## config.mk

```make
export PLATFORM = sky130hd
export DESIGN_NAME = branch_recovery_ctrl
export DESIGN_NICKNAME = d
export VERILOG_FILES = /design/src/rtl/branch_recovery_ctrl.sv
export SDC_FILE = /design/constraint.sdc
export NUM_CORES = 1
export LEC_CHECK = 0
export ABC_AREA = 1
export CAP_MARGIN = 20
export CORE_MARGIN = 3
export CORE_UTILIZATION = 40
export DETAILED_ROUTE_END_ITERATION = 8
export PLACE_DENSITY = 0.7
export SYNTH_ARGS = -nofsm -noshare
export SYNTH_HDL_FRONTEND = slang
export SYNTH_SLANG_ARGS = --single-unit
```

## constraint.sdc

```tcl
create_clock -name clk -period 4.55 [get_ports clk]
set_clock_uncertainty 0.15 [all_clocks]
set_input_delay 0.91 -clock clk [delete_from_list [all_inputs] [get_ports clk]]
set_output_delay 0.91 -clock clk [all_outputs]
set_load 0.005 [all_outputs]
```

## src/rtl/branch_recovery_ctrl.sv

```systemverilog
// rtl/branch_recovery_ctrl.sv - branch misprediction recovery sequencer for the dual-issue core
// Picks the oldest mispredicted slot, holds the redirect until fetch takes it, then drains the front end.
module branch_recovery_ctrl #(
  parameter int PC_W         = 11,
  parameter int FLUSH_CYCLES = 2,
  parameter int CNT_W        = 16
) (
  input  logic             clk,
  input  logic             reset,
  input  logic             validE1,
  input  logic             validE2,
  input  logic             PredictionE1,
  input  logic             PredictionE2,
  input  logic             branch_taken1,
  input  logic             branch_taken2,
  input  logic [PC_W-1:0]  PCE1,
  input  logic [PC_W-1:0]  PCE2,
  input  logic [PC_W-1:0]  branchAdderResultE1,
  input  logic [PC_W-1:0]  branchAdderResultE2,
  input  logic             fetch_ready,
  output logic             pc_redirect,
  output logic [PC_W-1:0]  redirect_pc,
  output logic             flush_front,
  output logic             flush_slot2E,
  output logic             busy,
  output logic [CNT_W-1:0] mispredict_count
);

  localparam int CW = (FLUSH_CYCLES > 1) ? $clog2(FLUSH_CYCLES) : 1;
  localparam logic [CW-1:0] CNT_LOAD = (FLUSH_CYCLES > 0) ? CW'(FLUSH_CYCLES - 1) : CW'(0);

  typedef enum logic [1:0] {IDLE, WAIT_FETCH, FLUSH} state_t;

  state_t          state, state_next;
  logic [CW-1:0]   cnt, cnt_next;
  logic            mis1, mis2, accept;
  logic [PC_W-1:0] tgt1, tgt2, sel_tgt;

  // A mispredicted not-taken branch resumes at the fall-through PC, wrapping at the top.
  assign mis1    = validE1 & (branch_taken1 != PredictionE1);
  assign mis2    = validE2 & (branch_taken2 != PredictionE2);
  assign tgt1    = branch_taken1 ? branchAdderResultE1 : PCE1 + PC_W'(1);
  assign tgt2    = branch_taken2 ? branchAdderResultE2 : PCE2 + PC_W'(1);
  assign sel_tgt = mis1 ? tgt1 : tgt2;

  always_comb begin
    state_next = state;
    cnt_next   = cnt;
    accept     = 1'b0;
    case (state)
      IDLE: begin
        if (mis1 | mis2) begin
          accept     = 1'b1;
          state_next = WAIT_FETCH;
        end
      end
      WAIT_FETCH: begin
        if (fetch_ready) begin
          if (FLUSH_CYCLES == 0) begin
            state_next = IDLE;
          end else begin
            state_next = FLUSH;
            cnt_next   = CNT_LOAD;
          end
        end
      end
      FLUSH: begin
        if (cnt == '0) state_next = IDLE;
        else           cnt_next   = cnt - CW'(1);
      end
      default: state_next = IDLE;
    endcase
  end

  assign pc_redirect  = (state == WAIT_FETCH);
  assign flush_front  = (state != IDLE);
  assign busy         = (state != IDLE);
  // Slot 2 is younger than a mispredicted slot 1, so it is on the wrong path.
  assign flush_slot2E = ~reset & (state == IDLE) & mis1 & validE2;

  always_ff @(posedge clk) begin
    if (reset) begin
      state            <= IDLE;
      cnt              <= '0;
      redirect_pc      <= '0;
      mispredict_count <= '0;
    end else begin
      state <= state_next;
      cnt   <= cnt_next;
      if (accept) begin
        redirect_pc <= sel_tgt;
        if (mispredict_count != {CNT_W{1'b1}})
          mispredict_count <= mispredict_count + CNT_W'(1);
      end
    end
  end

endmodule

```

==> results of run 1 <==
final cells by class:
cell class	count	area (sq um)
sequential	30	600.6
fill	561	2301
tap	72	90.09
clock buffer	7	86.33
inverter	40	155.1
multi-input combinational	311	1456
timing repair buffer	85	845.8
clock inverter	1	5.005
worst max-delay path, stage by stage:
cell             delay (ps)
clkdlybuf4s50_1         670
inv_4                   140
nand2_2                 110
nand3_4                 160
nor2_1                  140
clkdlybuf4s50_1         520
state kept, by name, indices dropped and copies added (netlist names):
register,cells
mispredict_count,16
redirect_pc,11
state,2
cnt,1
kinds of logic after synthesis:
kind of cell	count (synthesis)	synth area share, %
buffers and inverters	53	10.70
adders and majority gates	3	1.630
and+or+nand+nor	248	45.41
xor gates and xnor gates	12	4.563
DFF	30	26.07
AOI/OAI and AO/OA	48	11.62
metrics by stage:
step / hold slack (ps) / total power, W / utilization, % / setup WS, ps
floorplan: 297.4 / 0.0004064 / - / 1949
global placement: 310.0 / 0.0005030 / 56.82 / 855.2
detailed placement: 325.7 / 0.0005046 / 56.82 / 841.5
CTS: 333.9 / 0.0007252 / 58.47 / 837.0
global route: 370.4 / 0.0007668 / 58.47 / 672.7
finish: 330.0 / 0.0007181 / 58.47 / 834.7
worst min path at each step:
stage | to | slack, ps | startpoint
after floorplan | cnt | 300 | cnt
after global placement | cnt | 310 | cnt
after detailed placement | cnt | 330 | cnt
after CTS | cnt | 330 | cnt
after global routing | cnt | 370 | cnt
final | cnt | 330 | cnt
cell usage in the layout, fill, tap and decap left out, drive strengths merged:
| master | n |
|---|---|
| nand2 | 119 |
| clkdlybuf4s50 | 83 |
| nor2 | 79 |
| nand3 | 41 |
| inv | 40 |
| dfxtp | 30 |
| a21oi | 23 |
| o21ai | 22 |
| clkbuf | 7 |
| xnor2 | 6 |
| xor2 | 6 |
| nor3 | 5 |
| ha | 3 |
| nand4 | 2 |
| nand3b | 2 |
| a21o | 2 |
| buf | 2 |
| a221oi | 1 |
| clkinv | 1 |
power by group:
| part | internal [W] | switching, W |
|---|---|---|
| clock | 0.000122 | 0.0000979 |
| sequential | 0.000279 | 0.0000123 |
| combinational | 0.000106 | 0.000101 |
layer usage:
metal	wire [microns]	global-route usage, %
met1	2840	24.47
met2	3048	35.86
met3	328	4.386
met4	48	5.316
met5	0	0
==> impl.org, run 1 <==
** Clocking
- Maximum level of the CTS H-tree :: 2
- Clock edge transition at the registers on the reported setup and hold paths :: 60 ps
- Clock root cell :: clkbuf_8
- Buffers added to address setup during post-CTS repair amount to 0.
- Resized cells post-CTS :: 0
- Clock tree synthesis found a total of 30 sinks.
- Clock tree from TritonCTS :: done
- Total of hold buffers inserted after clock tree synthesis :: 0
- Worst-skew pair later-pin latency :: ~280 ps
- Inserted Clock Buffers :: 5
- Largest buffer count on any clock path :: 2

** Synthesis
- Top cells by area, synth :: dfxtp_1 (26%), nand2_1 (18%), nor2_1 (12%)
- Cell type with the largest total area after synthesis :: dfxtp_1
- Sequential area share after synthesis :: 26.07%
- Among all flip-flop cells after synthesis, the most frequent one is dfxtp_1.
- Counting flops with a built-in enable in the synthesized netlist gives 0.
- The top cell type by area accounts for 26.07% of the synthesized area.
- Synthesis produced a netlist with a net count of 450.
- Synthesis warning total :: 0
- Counting instances in the post-synthesis netlist gives the leading cell types as nand2_1 (113), nor2_1 (76), nand3_1 (39).
- Most numerous cell in the Yosys netlist :: nand2_1
- Post-Synthesis Cell Area :: 0.002303 sq mm
- FFs w/ async S/R, synth :: 0%
- Post-synthesis instance total :: 394
- Avg Synthesized Cell Area :: 5.846 sq um
- The number of different library cells used by synthesis comes to 29.
- In this run, synthesis produced a sequential element count of 30.

** Route
- Number of nets with antenna violations after routing :: 0
- After detailed routing, the number of vias per cell comes to around 4.8.
- The first detailed-routing pass ran for 4 iterations.
- In the routed design, unresolved DRC markers number 0.
- In the final routed layout, each cell accounts on average for 11.48 microns.
- Vias post-DR :: 2617
- After detailed routing, the total wire length is between 6000 and 7000 microns.
- Count of routing violations after the opening detailed-route iteration :: 75

** Layout
- Of the cells placed in the final design, the portion with a size suffix greater than 1 is 5.907%.
- After the last flow step, the layout net total stands at 529.
- The finished cells cover between 0.003 and 0.004 sq mm.
- 0 antenna diodes ended up in the layout.
- Leaving out filler cells and counting taps, the final layout contains 546.
- The area growth from synthesis to layout is 40.63%.

** Timing
- The final number of hold-violating endpoints is 0.
- The count of final max-slew check failures came to 0.
- The worst path uses 81.66% of the clock period.
- Adding up every negative setup slack in the final design gives 0 ps.
- Max-slew headroom :: 64.62%
- Setup violations remaining at the end of the flow were counted as 0.
- Post-route minimum period :: 3715 ps
- Setup repair after global routing left no endpoint under its margin.
- Highest Clock Rate :: 269.2 MHz
- Slew at the pin closest to its max-slew limit :: 526.7 ps

** Floorplan
- Die Ht :: 81.89 microns
- Core Region :: 0.005540 sq mm
- Count of standard-cell rows :: 27
- Number of primary I/O pins :: 84
- Once the floorplan was initialized, standard cells occupied 41.58% of the core.
- Die width :: 81.89 microns
- Die area :: about 0.0067 sq mm

** Critical path
- Critical Path Fanout Max :: 17
- The critical path is of the in2out type.
- Number of cells traversed by the worst register-to-register path :: 9
- Across all register-to-register paths, the minimum setup slack is 2400 ps.
- Worst EP arrival :: 2660 ps
- Crit path to :: flush_slot2E
- In this run the critical register-to-register path is captured at mispredict_count[15].
- Data required time at the worst endpoint :: 3490 ps
- Tracing the worst setup path back leads to its startpoint at branch_taken1.
- R2R Path Start :: mispredict_count[0]
- Crit. End Element :: primary output
- CP Launch Type :: primary input

** Placed design
- After detailed placement, the total cell area comes to 0.003148 sq mm.
- Buffers placed on the I/O ports in this run total 83.
- Detailed placement ended at an HPWL of roughly 5100 microns.
- After detailed placement, the design holds a cell count of around 540.
- The congestion estimate from routability-driven global placement came to between 0.9 and 1.

** Status
- The run finished with clean final reports.

** Power and ir drop
- For this design the static power due to leakage is about 1.4 nW.
- Worst VDD drop :: 136.2 uV
- For this design the ratio of total power to cell area is 221.7 mW/mm^2.

** Global route
- For this run the aggregate overflow at the end of global routing stands at 0.
- Overall global routing resource usage :: 20.22%
- The number of antenna violations at the first check in global routing came to 0.
- The first global-routing pass estimated around 11000 microns of wire.
- Entering global routing, the biggest net connects 21 pins.
- Via count of the first global-routing pass :: 2514

** Run
- Max-capacitance violation count :: 0

** Worst hold path
- Worst hold-check path type :: reg2reg
- Number of cells traversed by the worst hold path :: 2
Power figures use the tool's default switching activity.
==> run 2: changes to the inputs <==
- PLACE_DENSITY: 0.7 -> 0.73
- clock period: 4.55 -> 3.03 ns (I/O delays scaled with it)
==> run 2 against run 1 <==
Sequential cell count stayed put; critical path depth stayed put; via count is 0.96% higher; design area is 1.9% higher; critical endpoint unchanged.
==> impl.org, run 2 (synthesized netlist as in run 1, its figures left out) <==
** Critical path
- For this run, the slowest stage of the critical path takes 550 ps.
- Crit. End Element :: primary output
- Along the worst path, the maximum fanout reaches 3.
- Data required time at the worst endpoint :: 2270 ps
- CP Launch Type :: primary input
- The signal on the critical path passes through clkdlybuf4s50_1 -> inv_4 -> nand2_2 -> nand3_4 -> nor2_1 -> clkdlybuf4s50_1.
- The largest individual stage delay along the critical path comes from the cell clkdlybuf4s50_1.
- The critical path is of the in2out type.
- Most frequent CP cell :: clkdlybuf4s50_1
- R2r setup slk :: 1040 ps
- Data arrives at the worst endpoint at 1970 ps.

** Clocking
- Clock edge transition at the registers on the reported setup and hold paths :: 60 ps
- Inserted Clock Buffers :: 5
- In this run, post-CTS hold repair placed 0 buffers.
- Clock root cell :: clkbuf_8
- Worst-skew pair later-pin latency :: around 290 ps
- TritonCTS built the clock tree.
- The number of setup buffers added after CTS is 0.
- CTS built an H-tree with a depth of 2.
- Resized cells post-CTS :: 0
- The longest clock path from root to sink contains 2 buffers.
- CTS saw 30 sinks.

** Route
- Mean number of vias per cell :: 4.795
- Vias post-DR :: about 2600
- For this run, design rule violations remaining after detail routing come to 0.
- The pre-antenna-repair detailed-routing pass consisted of 4 iterations.
- In this run the remaining antenna-violating nets after routing total 0.
- Summed over all layers, the routed wires come to 6154 microns.
- Routed wire length per instance :: 11.17 microns
- The first routing iteration left approximately 130 violations.

** Timing
- Post-route minimum period :: 2729 ps
- Headroom to the max-slew limit came out at slightly above 70%.
- For the pin with the worst max-slew slack, the measured transition is 430.0 ps.
- Setup TNS after final layout :: 0 ps
- Setup repair after global routing missed its margin :: false
- Total count of hold-check failures in the final report :: 0
- The count of final max-slew check failures is 0.
- Setup violations remaining at the end of the flow were counted as 0.
- Hold Worst Slack :: 340.0 ps
- Highest Clock Rate :: 366.4 MHz
- In the finished design, the share of the clock period the worst path needs comes to 90.07%.

** Status
- Result of the run :: completed

** Layout
- Final antenna diode count :: 0
- Cells with a size suffix above 1 make up 7.098% of the layout.
- In the final layout, the registers with the most flip-flops are mispredict_count x16, redirect_pc x11, state x2.
- Leading cell type in the layout, fill and taps excluded :: nand2_1
- The register with the most flip-flops in the layout has 16 of them.
- Register with the highest flop count :: mispredict_count
- Layout net count :: 534
- In the layout the commonest cells are nand2_1 (113), clkdlybuf4s50_1 (83), nor2_1 (76).
- Post-synthesis to final-layout area growth :: 43.24%

** Floorplan
- Core Region :: roughly 0.0055 sq mm
- Die Ht :: 81.89 microns
- Initial Util :: 41.58%
- Die area :: 0.006705 sq mm
- For this design the top-level I/O count stands at 84.
- Die width :: just over 80 microns
- Count of standard-cell rows :: 27

** Power and ir drop
- Pleak :: 1.390 nW
- Cell internal power was estimated by the tool at 0.0008292 W.
- Of the total power, combinational logic draws about 28%.
- Sequential fraction of design power :: 37.5%
- Per report_power, the clock group accounts for around a third of the total.
- For this design the total switching power over the nets is 0.0003315 W.
- Dividing total power by cell area gives a power density of 351.8 mW/mm^2.
- Fraction of power spent switching nets :: 28.56%
- Worst VDD drop :: between 200 and 300 uV

** Global route
- Antenna violations before repair :: 0
- The via count of the first global-routing pass is 2347.
- Summed over all layers, the global routing overflow is 0.
- Overall global routing resource usage :: about a fifth
- The first global-routing pass estimated 10140 microns of wire.
- Entering global routing, the biggest net connects 20 pins.

** Placed design
- Global placer's final weighted congestion :: approximately 0.87
- Buffers added on ports :: 83
- The HPWL after detailed placement is 5018 microns.

** Worst hold path
- Worst hold-check path type :: reg2reg

** Run
- Across the run, the number of max-cap violations was 0.
[run 2: worst max-delay path, delay by kind of cell]
family,cells,cell delay (ps)
buffers and inverters,3,1110
and+or+nand+nor,3,260
[run 2: per-layer routing]
| metal | up-vias | share of wire, % | track usage, % | routed length (microns) |
|---|---|---|---|---|
| met2 | 71 | 48 | 33.60 | 2945 |
| li1 | 1418 | - | - | - |
| met4 | 0 | 1.3 | 5.648 | 78 |
| met1 | 1146 | 44 | 22.54 | 2695 |
| met5 | - | 0 | 0 | 0 |
| met3 | 7 | 7.1 | 5.702 | 434 |
[run 2: final cells by class]
cell class              count  area, sq um
clock inverters             3        45.04
well taps                  72        90.09
clock buffers               5        68.82
flip-flops and latches     30        600.6
fillers                   549         2241
repair buffers             90        883.3
inverters                  40        155.1
multi-input cells         311         1456
[run 2: worst paths after layout]
| check | start | end | cells past startpoint |
|---|---|---|---|
| worst max-delay path | branch_taken1 | flush_slot2E | 6 |
| worst max register to register | mispredict_count[0] | mispredict_count[15] | 9 |
| worst min register to register | cnt | cnt | 2 |
| worst min-delay path | cnt | cnt | 2 |
[run 2: stage by stage]
step | util [%] | worst slack [ps] | instances | instance area [sq um] | power [W]
global placement | 57.50 | 320.8 | 543 | 3186 | 0.0007601
global route | 59.55 | 244.6 | 551 | 3299 | 0.001237
CTS | 59.55 | 301.4 | 551 | 3299 | 0.001175
finish | 59.55 | 300.9 | 551 | 3299 | 0.001161
floorplan | - | 1037 | 394 | 2303 | 0.0006102
detailed placement | 57.50 | 302.2 | 543 | 3186 | 0.0007650
[run 2: power by group through the flow]
stage	combinational, W	clock, W	sequential [W]
finish	0.000320	0.000406	0.000435
global route	0.000357	0.000442	0.000438
CTS	0.000323	0.000417	0.000435
detailed placement	0.000321	0	0.000444
global placement	0.000317	0	0.000443
floorplan	0.000167	0	0.000443
==> run 3: changes to the inputs <==
- ABC_CLOCK_PERIOD_IN_PS: unset -> 3030
==> results of run 3 <==
Same layout as run 2: the final DEF is identical, and so are final timing and power.
